### src/rtl/approx_sweep_checker_pkg.sv
// Shared types and width helpers for the approximate-circuit sweep checker.
// Statistic widths are derived from the stimulus and response widths of the circuit under evaluation.
package approx_eval_pkg;

    typedef enum logic [1:0] {
        IDLE  = 2'd0,
        SWEEP = 2'd1,
        DRAIN = 2'd2,
        DONE  = 2'd3
    } state_t;

    localparam int DEF_IN_W  = 4;
    localparam int DEF_OUT_W = 4;

    // A full sweep adds 2^IN_W errors of at most 2^OUT_W-1 each, so OUT_W+IN_W bits never overflow.
    function automatic int sum_w(input int in_w, input int out_w);
        return out_w + in_w;
    endfunction

    // Counts must reach 2^IN_W inclusive.
    function automatic int cnt_w(input int in_w);
        return in_w + 1;
    endfunction

    localparam int DEF_SUM_W = DEF_OUT_W + DEF_IN_W;
    localparam int DEF_CNT_W = DEF_IN_W + 1;

endpackage

### src/rtl/approx_sweep_checker_err_accum.sv
// Error statistics for the sweep: absolute error per sample, running sum/max/counts and first failing vector.
// Accumulates on sample_en; clear restarts the statistics for a new sweep, rst takes priority.
module err_accum
    import approx_eval_pkg::*;
#(
    parameter int IN_W  = 4,
    parameter int OUT_W = 4,
    parameter int ET    = 0
) (
    input  logic                  clk,
    input  logic                  rst,
    input  logic                  clear,
    input  logic                  sample_en,
    input  logic [IN_W-1:0]       tag,
    input  logic [OUT_W-1:0]      exact,
    input  logic [OUT_W-1:0]      approx,
    output logic [OUT_W-1:0]      max_err,
    output logic [OUT_W+IN_W-1:0] sum_err,
    output logic [IN_W:0]         err_count,
    output logic [IN_W:0]         fail_count,
    output logic [IN_W-1:0]       first_fail_vec,
    output logic                  first_fail_valid
);
    localparam int          SUM_W = sum_w(IN_W, OUT_W);
    localparam int          CNT_W = cnt_w(IN_W);
    localparam logic [31:0] ET_U  = ET;

    logic [OUT_W-1:0] err;
    logic             over;

    // Subtract in the direction that cannot borrow, so the magnitude fits in OUT_W bits.
    always_comb begin
        err = (exact >= approx) ? (exact - approx) : (approx - exact);
    end

    assign over = (32'(err) > ET_U);

    always_ff @(posedge clk) begin
        if (rst || clear) begin
            max_err          <= '0;
            sum_err          <= '0;
            err_count        <= '0;
            fail_count       <= '0;
            first_fail_vec   <= '0;
            first_fail_valid <= 1'b0;
        end else if (sample_en) begin
            sum_err <= sum_err + SUM_W'(err);
            if (err > max_err) begin
                max_err <= err;
            end
            if (err != '0) begin
                err_count <= err_count + CNT_W'(1);
            end
            if (over) begin
                fail_count <= fail_count + CNT_W'(1);
                if (!first_fail_valid) begin
                    first_fail_vec   <= tag;
                    first_fail_valid <= 1'b1;
                end
            end
        end
    end

endmodule

### config.mk
export PLATFORM = sky130hd
export DESIGN_NAME = err_accum
export DESIGN_NICKNAME = d
export VERILOG_FILES = /design/src/rtl/approx_sweep_checker_pkg.sv /design/src/rtl/approx_sweep_checker_err_accum.sv
export SDC_FILE = /design/constraint.sdc
export NUM_CORES = 1
export LEC_CHECK = 0
export ABC_AREA = 1
export CAP_MARGIN = 0
export CORE_ASPECT_RATIO = 0.7
export CORE_UTILIZATION = 54
export DETAILED_ROUTE_END_ITERATION = 6
export PLACE_DENSITY = 0.86
export SKIP_CTS_REPAIR_TIMING = 1
export SYNTH_ARGS = -nofsm -noshare
export SYNTH_HDL_FRONTEND = slang
export SYNTH_SLANG_ARGS = --single-unit
### constraint.sdc
create_clock -name clk -period 3.9 [get_ports clk]
set_input_delay 0.39 -clock clk [delete_from_list [all_inputs] [get_ports clk]]
set_output_delay 0.39 -clock clk [all_outputs]
set_load 0.01 [all_outputs]
### After elaboration in Yosys (flattened, before gate mapping)

Cells that the tools add are included.

| word-level totals | value |
|---|---|
| bits in registers | 27 |
| input port bits | 16 |
| output and inout bits | 27 |
| word-level logic and storage cells | 22 |

| cells by class | value |
|---|---|
| $add $sub $neg | 5 |
| $lt $le $gt $ge | 3 |
| multiplexer cells | 1 |
| bitwise gates (word level) | 1 |
| reduce and logical (&&, ||, !) cells | 6 |

Operators with widths:

| operator | number |
|---|---|
| adder 5 x 1 -> 5 bit, second input constant | 2 |
| adder 8 x 4 -> 8 bit | 1 |
| subtractor 4 bit | 2 |
| AND reduction 2 bit | 3 |
| >= comparator 4 bit | 1 |
| > comparator 4 x 1 -> 1 bit, second input constant | 1 |
| > comparator 4 bit | 1 |
| two-way mux 4 bit | 1 |
| nonzero test 4 bit | 1 |
| AND reduction 3 bit | 1 |
| logical OR 1 bit | 1 |
| NOT 1 bit | 1 |

### Logic depth before layout (Yosys ltp)

Gate-level depths: netlist of the first run.

| depth | value |
|---|---|
| word-level depth | 4 |
| gate-level depth with buffers | 22 |
| depth with buffers taken out | 22 |

### Worst setup path before layout of the first run

No wires, ideal clock.

| timing | value |
|---|---|
| kind | in2reg |
| start | in exact[0] |
| end | reg max_err[1] |
| library setup time | 0.111 ns |
| data arrival time | 2.667 ns |
| data required time | 3.789 ns |
| path slack | 1.122 ns |
| cell stages on the path | 17 |
| path buffers | 0 |
| cells stage by stage | inv_1 > ha_1 > inv_1 > fa_1 > inv_1 > nand2_1 > nand2_4 > nand2_4 > o21ai_2 > xor2_2 > inv_1 > ha_1 > a21o_1 > o21bai_4 > and2_4 > nor2_2 > nor2_2 |

| on the way | value |
|---|---|
| longest elaborated chain between the ends | 4 |
| elaborated cells on any way between the ends | 6 |
| classes of those cells | 2 x add/sub; 2 x order compare; 1 x mux; 1 x reduce/logical |

RTL lines:

| element | RTL line | text |
|---|---|---|
| from (decl) | approx_sweep_checker_err_accum.sv:15 | `input logic [OUT_W-1:0] exact,` |
| subtractor 4 bit / >= comparator 4 bit (equally long branches) | approx_sweep_checker_err_accum.sv:33 | `err = (exact >= approx) ? (exact - approx) : (approx - exact);` |
| two-way mux 4 bit (*) | approx_sweep_checker_err_accum.sv:33 |  |
| named net err[3] | approx_sweep_checker_err_accum.sv:28 | `logic [OUT_W-1:0] err;` |
| > comparator 4 bit (*) | approx_sweep_checker_err_accum.sv:48 | `if (err > max_err) begin` |
| AND reduction 2 bit (no source line) (*) | - |  |
| to (signal assigned) | approx_sweep_checker_err_accum.sv:49 | `max_err <= err;` |
| to (decl) | approx_sweep_checker_err_accum.sv:17 | `output logic [OUT_W-1:0] max_err,` |

Mark *: on every way through the listed nets, which the timed path passes. The rest lies on a longest branch.
A chain may end at the register's enable or synchronous reset.

### Worst setup path in the final report of the first run

| timing | value |
|---|---|
| start | in exact[0] |
| end | reg sum_err[6] |

| on the way | value |
|---|---|
| longest elaborated chain between the ends | 3 |
| elaborated cells on any way between the ends | 5 |
| classes of those cells | 3 x add/sub; 1 x order compare; 1 x mux |

RTL lines:

| element | RTL line | text |
|---|---|---|
| subtractor 4 bit / >= comparator 4 bit (equally long branches) | approx_sweep_checker_err_accum.sv:33 |  |
| two-way mux 4 bit (*) | approx_sweep_checker_err_accum.sv:33 |  |
| named net err[3] | approx_sweep_checker_err_accum.sv:28 |  |
| adder 8 x 4 -> 8 bit (*) | approx_sweep_checker_err_accum.sv:47 | `sum_err <= sum_err + SUM_W'(err);` |
| to (signal assigned) | approx_sweep_checker_err_accum.sv:47 |  |
| to (decl) | approx_sweep_checker_err_accum.sv:18 | `output logic [OUT_W+IN_W-1:0] sum_err,` |

Marks and branches as above.

==> reports/qor.yml, run 1 <==
worst_ir_drop_vdd_mv: 0.2481
worst_path_max_delay_cell: "clkdlybuf4s50_1"
max_cap_viol_count: 0
synth_area_per_cell_um2: 7.288
numCtsBuffers: 3
timing.critical_path.buf_inv: 5
clkLatencyLatePin_ns: 0.27
vias_per_cell: 5.243
num_rows: 17
post_synth_num_cell_types: 34
leakagePower_nw: 1.027
synth_area_um2: 1829
clock.fmax_mhz: 320.0
yosys_warning_total: 0
powerDensity_nw_per_um2: 320.8
via_count: 1725
antennaDiodeCount: 0
outcome: "finished, final reports clean"
htree_levels: 1
clk_path_buf_depth: 2
firstDrtPassIters: 4
timing.critical_path.cells: "clkdlybuf4s50_1 -> inv_1 -> ha_1 -> inv_1 -> fa_1 -> inv_1 -> nand2_1 -> nand2_4 -> nand2_4 -> o21ai_2 -> xor2_2 -> inv_1 -> ha_1 -> a21oi_1 -> nand2_1 -> and3_1 -> nand3_1 -> nand2_1 -> a21oi_1"
first_global_vias: 1609
clk_root_buffer_cell: "clkbuf_8"
post_route_cells_drive_above_1_share_pct: 11.68
num_io_pins: 43
p_clk_share_pct: 21.0
cp.required_ns: 4.10
post-route-period-util_pct: 80.12
worst_clock_skew_ns: 0.002281
crit_top_cell: "inv_1"
post_synth_inst_count: 251
rsz0062_at_grt: "no"
seqPwrFrac_pct: 40.7
wire_length_of_the_first_global_routing_pass_mm: 7.031
synth-edff-count: 0
cellInternalPower_uw: 488.1
tightestPinTransition_ns: 0.9196
floorplan.die.width_um: 71.57
critPathMaxStageDelay_ns: 0.42
part_of_the_total_power_dissipated_in_combinational_logic_pct: 38.3
area_delta_synth_final_pct: 25.92
relative_slew_margins_pct: 38.47
placeableCoreArea_um2: 3191
critical_path_arrival_ns: 3.33
die_area_um2: 3628
synth_nets: 284
hpwl_mm: 3.134
wire_per_inst_um: 12.45
switching_share_pct: 33.94
seq_area_frac_synth_pct: 29.55
initialDrtViolationCount: 109
start_util_pct: 57.33
worst_setup_path_category: "in2reg"
grt_start_max_net_pins: 17
synth_seq_cells: 27
grt.total_usage_pct: 24.51
critical_path_peak_fanout: 5
post-route-drc-count: 0
power.switching_uw: 250.8
gpl.final_weighted_congestion: 0.8226
timing.final.setup_violations: 0
cts_num_sinks: 27
finalPower_uw: 739.0
timing.critical_path.from_type: "primary input"
grt_antenna_before_repair: 0
worst_hold_path_class: "reg2reg"
final_antenna_net_count: 0
setup-tns-final_ns: 0
final_common_cell: "nand2_1"
postSynth.topFlopCell: "dfxtp_1"
synth-async-reset-ratio_pct: 0
endpoint_kind: "register"
fillerInstances: 253
globalRoute.totalOverflow: 0
design.final.nets: 325
layout.cells.most_common_list: "48 x nand2_1, 42 x clkdlybuf4s50_1, 33 x inv_1"
cts_tree: "built"
dieHeight_um: 50.70
timing_hold_violations_final: 0
critical_path.top_delay_family: "adder cells"
route.final.wire_length_mm: 4.095
period_needed_ns: 3.125
io_buffers: 42
drv_slew: 0
clkSlewWorstSetupHoldPaths_ns: 0.09
[cells in the mapped netlist, drive strengths merged (3+ instances only)]
library cell  count  share of area (%)
ha               15                 10
buf               3                1.5
inv              36                7.4
dfxtp            27                 30
xor2              5                2.8
clkbuf            3               0.62
nor2             31                8.0
a21oi            19                5.4
xnor2             6                2.9
nand3            26                7.4
o21ai             8                2.4
nor3              3               0.82
nand2            58                 14
[path summary, 6_finish.rpt]
| check | startpoint | cells past startpoint | endpoint | slack (ns) |
|---|---|---|---|---|
| worst max-delay path | exact[0] | 19 | sum_err[6] | 0.78 |
| worst min-delay path | first_fail_vec[1] | 2 | first_fail_vec[1] | 0.47 |
| worst max register to register | sum_err[1] | 13 | sum_err[6] | 2.35 |
| worst min register to register | first_fail_vec[1] | 2 | first_fail_vec[1] | 0.47 |
[final cells by class]
class / count / area (um2) / share of cell area (%)
Clock buffer: 4 / 45.04 / 1.955
Inverter: 36 / 135.1 / 5.866
Multi-Input combinational cell: 182 / 1115 / 48.40
Sequential cell: 27 / 540.5 / 23.47
Tap cell: 38 / 47.55 / 2.064
Timing Repair Buffer: 42 / 420.4 / 18.25
[metal layers]
layer	share of wire (%)	vias up	track usage (%)
met5	0	-	0
met4	0.54	0	3.595
met3	6.3	4	5.221
met2	44	60	40.16
met1	49	794	33.95
li1	-	867	-
[worst register-to-register path, cell delays in order (launching register included)]
cell	delay, ns
dfxtp_1	0.34
inv_1	0.09
nand3_1	0.10
nand2_1	0.08
inv_1	0.04
ha_1	0.18
inv_1	0.05
nand2_1	0.07
nand2_1	0.06
nand2_1	0.06
and3_1	0.17
nand3_1	0.07
nand2_1	0.05
a21oi_1	0.14
[kinds of logic after synthesis]
family	count (synthesis)	share of synthesized area (%)
AOI/OAI and AO/OA	30	9.645
adders and majority gates	17	12.45
xor gates and xnor gates	11	5.677
DFF	27	29.55
and+or+nand+nor	124	33.17
buffers and inverters	42	9.507
[flip-flops by register name, summed over array words and instances (netlist names)]
name,count
max_err,4
sum_err,8
first_fail_vec,4
fail_count,5
err_count,5
first_fail_valid,1
[power groups by stage]
stage                     Sequential, mW  Combinational, mW  Clock, mW
after CTS                          0.301              0.283      0.157
final                              0.301              0.283      0.155
after detailed placement           0.307              0.280          0
after global routing               0.302              0.316      0.169
after floorplan                    0.310              0.204          0
after global placement             0.306              0.275          0
[stage by stage]
stage	hold slack [ns]	instance area, um2	instances	util [%]	worst slack, ns
2_1_floorplan	0.4844	1829	251	-	1.122
3_3_place_gp	0.4533	2258	325	70.78	0.5665
3_5_place_dp	0.4581	2258	325	70.78	0.5037
4_1_cts	0.4739	2303	329	72.20	0.7770
5_1_grt	0.4900	2303	329	72.20	0.4992
6_report	0.4691	2303	329	72.20	0.7754
(Power assumes the default switching activity.)
==> inputs of run 2 (changes only) <==
CORE_UTILIZATION = 45   (was 54)
PLACE_DENSITY = 0.76   (was 0.86)
clock period = 2.64 ns   (was 3.9 ns; I/O delays follow)
==> reports/qor.yml, run 2 (same netlist as run 1, synthesis figures left out) <==
antennaDiodeCount: 0
largest_register_ffs: 8
num_rows: 18
die_area_um2: 4328
clkLatencyLatePin_ns: 0.28
worst_ir_drop_vdd_mv: 0.2740
outcome: "finished, final reports clean"
worst_hold_path_class: "reg2reg"
grt.total_usage_pct: 21.61
firstDrtPassIters: 4
layout.cells.most_common_list: "47 x nand2_1, 36 x clkdlybuf4s50_1, 31 x inv_1"
tightestPinTransition_ns: 0.5317
placeableCoreArea_um2: 3694
grt_start_max_net_pins: 18
post_route_cells_drive_above_1_share_pct: 24.30
numCtsBuffers: 3
first_global_vias: 1607
clk_root_buffer_cell: "clkbuf_8"
hpwl_mm: 3.446
via_count: 1823
critical_path_peak_fanout: 3
p_clk_share_pct: 20.2
max_cap_viol_count: 0
drv_slew: 0
floorplan.die.width_um: 78.21
globalRoute.totalOverflow: 0
route.final.wire_length_mm: 4.710
relative_slew_margins_pct: 64.51
final_common_cell: "nand2_1"
powerDensity_nw_per_um2: 468.5
wire_length_of_the_first_global_routing_pass_mm: 7.438
period_needed_ns: 2.467
timing.critical_path.from_type: "primary input"
post-route-period-util_pct: 93.44
seqPwrFrac_pct: 35.5
switching_share_pct: 34.61
start_util_pct: 49.53
sequential_cell_area_um2: 540.5
timing.final.setup_violations: 0
fillerInstances: 293
cp.required_ns: 2.82
largestRegisters: "sum_err: 8 flops, err_count: 5 flops, fail_count: 5 flops"
vias_per_cell: 4.914
worst_clock_skew_ns: 0.006615
rsz0062_at_grt: "no"
io_buffers: 42
clk_path_buf_depth: 2
power.switching_uw: 433.7
largest_register_by_flop_count: "sum_err"
cellInternalPower_uw: 819.5
gpl.final_weighted_congestion: 0.8695
grt_antenna_before_repair: 0
post-route-drc-count: 0
clkSlewWorstSetupHoldPaths_ns: 0.10
htree_levels: 1
cts_tree: "built"
final_antenna_net_count: 0
critical_path_arrival_ns: 2.65
design.final.nets: 355
final_core_util_pct: 72.43
wire_per_inst_um: 12.70
fin_hold_ws_ns: 0.4665
initialDrtViolationCount: 88
endpoint_kind: "register"
cts_num_sinks: 27
clock.fmax_mhz: 405.4
area_delta_synth_final_pct: 46.24
multi_input_comb_area_um2: 1214
dieHeight_um: 55.35
worst_setup_path_category: "in2reg"
part_of_the_total_power_dissipated_in_combinational_logic_pct: 44.3
num_io_pins: 43
leakagePower_nw: 1.231
timing_hold_violations_final: 0
run 2: cell type report:
| cell class | count | share of cell area (%) |
|---|---|---|
| Multi-Input combinational cell | 182 | 45.37 |
| Timing Repair Buffer | 72 | 25.16 |
| Sequential cell | 27 | 20.21 |
| Inverter | 36 | 5.051 |
| Tap cell | 50 | 2.339 |
| Clock buffer | 3 | 1.543 |
| Clock inverter | 1 | 0.3274 |
run 2: per-layer routing:
layer  share of wire (%)  routed length [um]  global-route usage [%]  up-vias
li1                    -                   -                       -      934
met1                  50                2347                   32.73      826
met2                  44                2077                   31.33       61
met3                 5.9                 276                   4.959        2
met4                0.19                   9                   3.175        0
met5                   0                   0                       0        -
run 2: through the flow:
stage | area [um2] | setup WS [ns] | setup TNS (ns) | power [mW] | instances
floorplan | 1849 | -0.008160 | -0.008160 | 0.7716 | 251
global placement | 2516 | -0.4075 | -4.461 | 0.9551 | 365
detailed placement | 2516 | -0.5353 | -6.510 | 0.9634 | 365
CTS | 2566 | -0.2438 | -1.241 | 1.216 | 369
global route | 2675 | 0.01658 | 0 | 1.331 | 371
finish | 2675 | 0.1731 | 0 | 1.253 | 371
run 2: worst max-delay path: stages:
cell and delay [ns]:
clkdlybuf4s50_1 0.45, inv_1 0.06, ha_4 0.29, nand2_2 0.05, inv_2 0.06, nand2_4 0.06, nand2_4 0.08, buf_4 0.13
nand2_2 0.05, nand2_2 0.07, inv_1 0.05, ha_1 0.31, nand2_1 0.07, inv_1 0.05, nand2_1 0.04, nand2_1 0.10
nand3_1 0.11, a21oi_2 0.18, nand2_1 0.06, nand2_1 0.06, nor2_1 0.04
run 2: worst paths after layout:
path,start,to,slack (ns),cells past startpoint
setup reg to reg,sum_err[1],sum_err[6],1.11,13
setup / recovery,approx[3],sum_err[5],0.17,21
hold reg to reg,first_fail_vec[0],first_fail_vec[0],0.47,2
hold / removal,first_fail_vec[0],first_fail_vec[0],0.47,2
run 2: power groups by stage:
stage,logic (mW),registers (mW),clock network [mW]
floorplan,0.313,0.459,0
global placement,0.502,0.453,0
detailed placement,0.510,0.454,0
CTS,0.515,0.445,0.257
global route,0.606,0.449,0.277
finish,0.555,0.445,0.253
